File: src/rtl/hash_target_compare_if.sv
// Digest hand-off bundle between the SHA256d core and the target comparator.
// The upstream stage (master) presents a digest, its nonce and the current
// full target; the comparator (slave) accepts them with a valid/ready handshake.
interface hash_target_compare_if;
    logic         hash_valid_i;
    logic         hash_ready_o;
    logic [255:0] hash_i;
    logic [31:0]  nonce_i;
    logic [255:0] target_i;

    modport master (
        output hash_valid_i,
        output hash_i,
        output nonce_i,
        output target_i,
        input  hash_ready_o
    );

    modport slave (
        input  hash_valid_i,
        input  hash_i,
        input  nonce_i,
        input  target_i,
        output hash_ready_o
    );
endinterface

File: src/rtl/hash_target_compare.sv
// Decides whether a double-SHA256 digest meets the full target (hash <= target).
// The compare walks the 256-bit values one slice at a time, most significant
// slice first, and stops at the first slice that differs. Winning nonces and
// a saturating hit count are kept for the status registers.
module hash_target_compare #(
    parameter int WORD_W        = 32,
    parameter int REVERSE_BYTES = 1,
    parameter int COUNT_W       = 16
) (
    input  logic                 wb_clk_i,
    input  logic                 wb_rst_i,
    hash_target_compare_if.slave hif,
    input  logic                 clear_i,
    output logic                 result_valid_o,
    output logic                 result_hit_o,
    output logic                 found_valid_o,
    output logic [31:0]          found_nonce_o,
    output logic [COUNT_W-1:0]   hit_count_o
);

    localparam int NUM_WORDS = 256 / WORD_W;
    localparam int IDX_W     = (NUM_WORDS > 1) ? $clog2(NUM_WORDS) : 1;

    localparam logic [1:0] ST_IDLE = 2'd0;
    localparam logic [1:0] ST_CMP  = 2'd1;
    localparam logic [1:0] ST_DONE = 2'd2;

    // The digest arrives little-endian; byte k of the compared value is byte 31-k of the input.
    function automatic logic [255:0] byte_rev(input logic [255:0] v);
        logic [255:0] r;
        r = 256'd0;
        for (int k = 0; k < 32; k++) begin
            r[8*k +: 8] = v[8*(31-k) +: 8];
        end
        return r;
    endfunction

    logic [1:0]         state_q, state_d;
    logic [IDX_W-1:0]   idx_q, idx_d;
    logic [255:0]       hash_q, hash_d;
    logic [255:0]       target_q, target_d;
    logic [31:0]        nonce_q, nonce_d;
    logic               ready_q, ready_d;
    logic               valid_q, valid_d;
    logic               hit_q, hit_d;
    logic               found_valid_q, found_valid_d;
    logic [31:0]        found_nonce_q, found_nonce_d;
    logic [COUNT_W-1:0] count_q, count_d;

    logic [255:0]       hash_in_s;
    logic [WORD_W-1:0]  h_word_s;
    logic [WORD_W-1:0]  t_word_s;
    logic               last_s;

    assign hash_in_s = (REVERSE_BYTES != 0) ? byte_rev(hif.hash_i) : hif.hash_i;

    // The latched hash/target are shifted left after each equal slice, so the
    // slice under test is always the top WORD_W bits of the working registers.
    assign h_word_s = hash_q[255 -: WORD_W];
    assign t_word_s = target_q[255 -: WORD_W];
    assign last_s   = (idx_q == IDX_W'(NUM_WORDS - 1));

    assign hif.hash_ready_o = ready_q;
    assign result_valid_o   = valid_q;
    assign result_hit_o     = hit_q;
    assign found_valid_o    = found_valid_q;
    assign found_nonce_o    = found_nonce_q;
    assign hit_count_o      = count_q;

    // Next-state logic: handshake, slice-by-slice compare, hit bookkeeping and clear.
    always_comb begin
        state_d       = state_q;
        idx_d         = idx_q;
        hash_d        = hash_q;
        target_d      = target_q;
        nonce_d       = nonce_q;
        ready_d       = ready_q;
        valid_d       = 1'b0;
        hit_d         = hit_q;
        found_valid_d = found_valid_q;
        found_nonce_d = found_nonce_q;
        count_d       = count_q;

        case (state_q)
            ST_IDLE: begin
                if (hif.hash_valid_i && ready_q) begin
                    hash_d   = hash_in_s;
                    target_d = hif.target_i;
                    nonce_d  = hif.nonce_i;
                    idx_d    = {IDX_W{1'b0}};
                    ready_d  = 1'b0;
                    state_d  = ST_CMP;
                end else begin
                    ready_d = 1'b1;
                end
            end
            ST_CMP: begin
                if (h_word_s > t_word_s) begin
                    hit_d   = 1'b0;
                    valid_d = 1'b1;
                    state_d = ST_DONE;
                end else if (h_word_s < t_word_s) begin
                    hit_d   = 1'b1;
                    valid_d = 1'b1;
                    state_d = ST_DONE;
                end else if (last_s) begin
                    // Every slice matched: equality meets the target.
                    hit_d   = 1'b1;
                    valid_d = 1'b1;
                    state_d = ST_DONE;
                end else begin
                    idx_d    = idx_q + IDX_W'(1);
                    hash_d   = hash_q << WORD_W;
                    target_d = target_q << WORD_W;
                end
            end
            ST_DONE: begin
                if (hit_q) begin
                    found_nonce_d = nonce_q;
                    found_valid_d = 1'b1;
                    if (count_q != {COUNT_W{1'b1}}) begin
                        count_d = count_q + COUNT_W'(1);
                    end else begin
                        count_d = count_q;
                    end
                end else begin
                    found_nonce_d = found_nonce_q;
                end
                ready_d = 1'b1;
                state_d = ST_IDLE;
            end
            default: begin
                ready_d = 1'b1;
                state_d = ST_IDLE;
            end
        endcase

        // Clear overrides a coincident hit update; the result pulse still reports the hit.
        if (clear_i) begin
            count_d       = {COUNT_W{1'b0}};
            found_valid_d = 1'b0;
        end else begin
            found_valid_d = found_valid_d;
        end
    end

    // State and output registers with synchronous reset; reset also aborts any compare.
    always_ff @(posedge wb_clk_i) begin
        if (wb_rst_i) begin
            state_q       <= ST_IDLE;
            idx_q         <= {IDX_W{1'b0}};
            hash_q        <= 256'd0;
            target_q      <= 256'd0;
            nonce_q       <= 32'd0;
            ready_q       <= 1'b1;
            valid_q       <= 1'b0;
            hit_q         <= 1'b0;
            found_valid_q <= 1'b0;
            found_nonce_q <= 32'd0;
            count_q       <= {COUNT_W{1'b0}};
        end else begin
            state_q       <= state_d;
            idx_q         <= idx_d;
            hash_q        <= hash_d;
            target_q      <= target_d;
            nonce_q       <= nonce_d;
            ready_q       <= ready_d;
            valid_q       <= valid_d;
            hit_q         <= hit_d;
            found_valid_q <= found_valid_d;
            found_nonce_q <= found_nonce_d;
            count_q       <= count_d;
        end
    end

endmodule

File: src/flat_wrapper.sv
// flat-port wrapper written by rule: the top's interface ports become plain ports
module hash_target_compare_flat 
#(
    parameter int WORD_W        = 32,
    parameter int REVERSE_BYTES = 1,
    parameter int COUNT_W       = 16
)
  (wb_clk_i, wb_rst_i, clear_i, result_valid_o, result_hit_o, found_valid_o, found_nonce_o, hit_count_o, hif_hash_valid_i, hif_hash_i, hif_nonce_i, hif_target_i, hif_hash_ready_o);
  hash_target_compare_if hif_i ();
  input  logic wb_clk_i;
  input  logic wb_rst_i;
  input  logic clear_i;
  output logic result_valid_o;
  output logic result_hit_o;
  output logic found_valid_o;
  output logic [31:0] found_nonce_o;
  output logic [COUNT_W-1:0] hit_count_o;
  input wire logic [$bits(hif_i.hash_valid_i)-1:0] hif_hash_valid_i;
  input wire logic [$bits(hif_i.hash_i)-1:0] hif_hash_i;
  input wire logic [$bits(hif_i.nonce_i)-1:0] hif_nonce_i;
  input wire logic [$bits(hif_i.target_i)-1:0] hif_target_i;
  output wire logic [$bits(hif_i.hash_ready_o)-1:0] hif_hash_ready_o;
  assign hif_i.hash_valid_i = hif_hash_valid_i;
  assign hif_i.hash_i = hif_hash_i;
  assign hif_i.nonce_i = hif_nonce_i;
  assign hif_i.target_i = hif_target_i;
  assign hif_hash_ready_o = hif_i.hash_ready_o;
  hash_target_compare #(.WORD_W(WORD_W), .REVERSE_BYTES(REVERSE_BYTES), .COUNT_W(COUNT_W)) u_core (.wb_clk_i(wb_clk_i), .wb_rst_i(wb_rst_i), .hif(hif_i), .clear_i(clear_i), .result_valid_o(result_valid_o), .result_hit_o(result_hit_o), .found_valid_o(found_valid_o), .found_nonce_o(found_nonce_o), .hit_count_o(hit_count_o));
endmodule
File: config.mk
export PLATFORM = sky130hd
export DESIGN_NAME = hash_target_compare_flat
export DESIGN_NICKNAME = d
export VERILOG_FILES = /design/src/rtl/hash_target_compare_if.sv /design/src/rtl/hash_target_compare.sv /design/src/flat_wrapper.sv
export SDC_FILE = /design/constraint.sdc
export NUM_CORES = 1
export LEC_CHECK = 0
export CAP_MARGIN = 20
export CORE_MARGIN = 2
export CORE_UTILIZATION = 52
export DETAILED_ROUTE_END_ITERATION = 10
export GPL_TIMING_DRIVEN = 0
export PLACE_DENSITY = 0.91
export SLEW_MARGIN = 0
export SYNTH_ARGS = -nofsm -noshare
export SYNTH_HDL_FRONTEND = slang
export SYNTH_SLANG_ARGS = --single-unit
File: constraint.sdc
create_clock -name wb_clk_i -period 3.3 [get_ports wb_clk_i]
set_input_delay 0.66 -clock wb_clk_i [delete_from_list [all_inputs] [get_ports wb_clk_i]]
set_output_delay 0.66 -clock wb_clk_i [all_outputs]
set_load 0.02 [all_outputs]
==> out/metrics.cfg <==
[setup_path]
crit_path_start_kind = flop
crit_arrival_ns = 3.70
cp_slowest_cell = clkbuf_1
crit_chain = nand2b_1, clkbuf_1, clkbuf_1, clkbuf_1, mux2i_1, a221oi_2
max_stage_delay_ns = 0.64
cp-end-kind = flop
required_ns = 3.76
crit_type = reg -> reg
cp_max_fo = 10
cpMostUsedCell = clkbuf_1

[yosys]
synth_fp_nets = 3428
synthCells = 2845
yosys.area.top_type = dfxtp_1
ys_seq_area_share_pct = 41.0
yosys.area.top_type_share_pct = 41.0
synth-seq-cells = 601
synth_cell_types = 37
synth_area_um2 = 29400
yosysWarnings = 0
syn_avg_cell_area_um2 = 10.3
ys_top_cells_by_area = dfxtp_1 (41%), a221oi_2 (21%), mux2i_1 (15%)

[floorplan]
row_count = 87
die_y_um = 242
core_area_um2 = 56100
die_area_um2 = 58400
initial_core_util_pct = 52.4
ios = 600
die_w_um = 242

[clocking]
cts_setup_buffers = 0
cts_sinks = 601
clk_pin_slew_ns = 0.06
hold_buffers = 0
htree_levels = 2
clockBufferDepth = 3
root_buffer = clkbuf_16
cts_tree = built
cts_made_buffers = 61
clk_latency_ns = 0.63

[place]
place_congestion = 0.956
place_ws_ns = -0.749
dp_hpwl_mm = 79.9
placed_cells = 4199
io_buffers = 598

[power]
p_leak_nw = 15.9
ir_worst_vdd_uv = 505
power_per_cell_area_nw_per_um2 = 501

[cells_and_area]
final_common_cell = dfxtp_1
stdcell_count = 4325
nNetsFinal = 4089
layout.cells.most_common_list = dfxtp_1 (601), clkdlybuf4s50_1 (598), nor2_1 (470)
drive_gt1_share_pct = 17.7
fin_util_pct = 68.3
synthToLayoutAreaGrowth_pct = 30.4

[detailed_routing]
drtIter0Drc = 2019
dr.pass1.iters = 6
routed_via_density = 6.06
drc = 0
wirelength_mm = 105
drt-wirelength-per-cell_um = 24.3
postRouteAntennaNets = 0
vias = 26197

[sta]
finalSetupViolations = 0
slew_headroom_pct = 34.3
worst_slack_ns = 0.0631
period_needed_ns = 3.24
rsz0062_at_grt = no
slew_violations = 0
worst_pin_slew_ns = 0.985
skew_ns = 0.0257
period_share_pct = 98.1
clock.fmax_mhz = 309
hold_viol_final = 0

[status]
outcome = finished clean

[run]
drv_cap = 0

[grt]
grt_max_degree = 16
antenna_found_initial = 29
grt_pass1_vias = 26638
globalRouteOverflowTotal = 0
track_usage_pct = 34.8
grt_pass1_wl_mm = 158

[worst_hold_path]
hold_class = reg -> reg

==> final cells by class <==
class | count | area, um2
repair buffers | 598 | 5990
multi-input cells | 1906 | 15700
inverters | 36 | 135
diodes | 19 | 47.5
clock inverters | 17 | 116
clock buffers | 90 | 1760
plain buffers | 302 | 1560
flip-flops and latches | 601 | 12000
fillers | 4076 | 17800
well taps | 756 | 946
==> registers in the layout (all words and copies together), names as in the netlist, 2 cells and up <==
| signal | flops |
|---|---|
| u_core.found_nonce_o | 32 |
| u_core.target_q | 256 |
| u_core.nonce_q | 32 |
| u_core.hit_count_o | 16 |
| u_core.hash_q | 256 |
| u_core.state_q | 2 |
| u_core.idx_q | 3 |
==> power by group <==
part	internal (W)	switching [W]	total (W)
clock network	0.00373	0.00294	0.00667
logic	0.00189	0.00226	0.00415
registers	0.00792	0.000448	0.00836
==> cells by family (layout without fill, tap and decap cells) <==
family / after synthesis / in the layout / share of synthesized area [%]
other cells: 0 / 19 / 0
fa+ha+maj: 35 / 35 / 1.49
simple gates: 787 / 787 / 10.7
xor+xnor: 9 / 9 / 0.269
mux: 449 / 449 / 15.3
flops: 601 / 601 / 41.0
buf+inv: 338 / 1043 / 5.73
compound gates: 626 / 626 / 25.5
==> Yosys cell counts, drive strengths merged <==
library cell and instances:
dfxtp 601, nor2 470, mux2i 449, a221oi 448, nand2 208, clkbuf 191, a21oi 153, buf 111
nand3 74, inv 36, ha 35, o21ai 14, nand4 11, or3 6, xnor2 5, a21o 4
xor2 4, nand2b 3, nor3 3, or2 3, a211oi 2, and3 2, nor4 2, o31a 2
a2111oi 1, a31oi 1, and4 1, nand4bb 1, nor2b 1, nor4bb 1, o211ai 1, or4 1
==> critical path: cells and delay by family, from the launching register on <==
kind / cells / cell delay [ns]
mux: 1 / 0.48
compound gates: 1 / 0.13
simple gates: 1 / 0.13
flops: 1 / 0.42
buf+inv: 3 / 1.90
==> routing by layer <==
layer / vias to the layer above / routed length (um) / share of wire [%] / global-route usage [%]
li1: 11855 / - / - / -
met1: 12695 / 40600 / 39 / 41.4
met2: 1314 / 50200 / 48 / 58.9
met3: 315 / 8430 / 8.0 / 7.59
met4: 18 / 5740 / 5.5 / 17.9
met5: - / 121 / 0.12 / 0
==> metrics by stage <==
step / setup TNS [ns] / power [W] / cell area [um2] / hold slack [ns]
finish: 0 / 0.0192 / 38300 / 0.449
global route: 0 / 0.0198 / 38300 / 0.457
CTS: 0 / 0.0191 / 38200 / 0.453
detailed placement: -212.91 / 0.0125 / 36300 / 0.444
global placement: -233.21 / 0.0124 / 36300 / 0.439
floorplan: 0 / 0.0109 / 29400 / 0.432
==> path summary, 6_finish.rpt <==
check | startpoint | end | slack [ns] | cells after the start
setup reg to reg | u_core.state_q[1]$_SDFFE_PP0P_ | u_core.hash_q[185]$_SDFFE_PP0P_ | 0.06 | 6
hold reg to reg | u_core.nonce_q[25]$_SDFFE_PP0P_ | u_core.found_nonce_o[25]$_SDFFE_PP0P_ | 0.45 | 2
hold / removal | u_core.nonce_q[25]$_SDFFE_PP0P_ | u_core.found_nonce_o[25]$_SDFFE_PP0P_ | 0.45 | 2
setup / recovery | u_core.state_q[1]$_SDFFE_PP0P_ | u_core.hash_q[185]$_SDFFE_PP0P_ | 0.06 | 6
==> timing repair <==
item / CTS / global route
gates cloned: 0 / 0
gates resized for setup: 14 / 14
endpoints found under the hold margin: 0 / 0
endpoints found under the setup margin: 529 / 504
pin swaps: 0 / 2
Note: power is estimated with default switching activity, not from simulation.
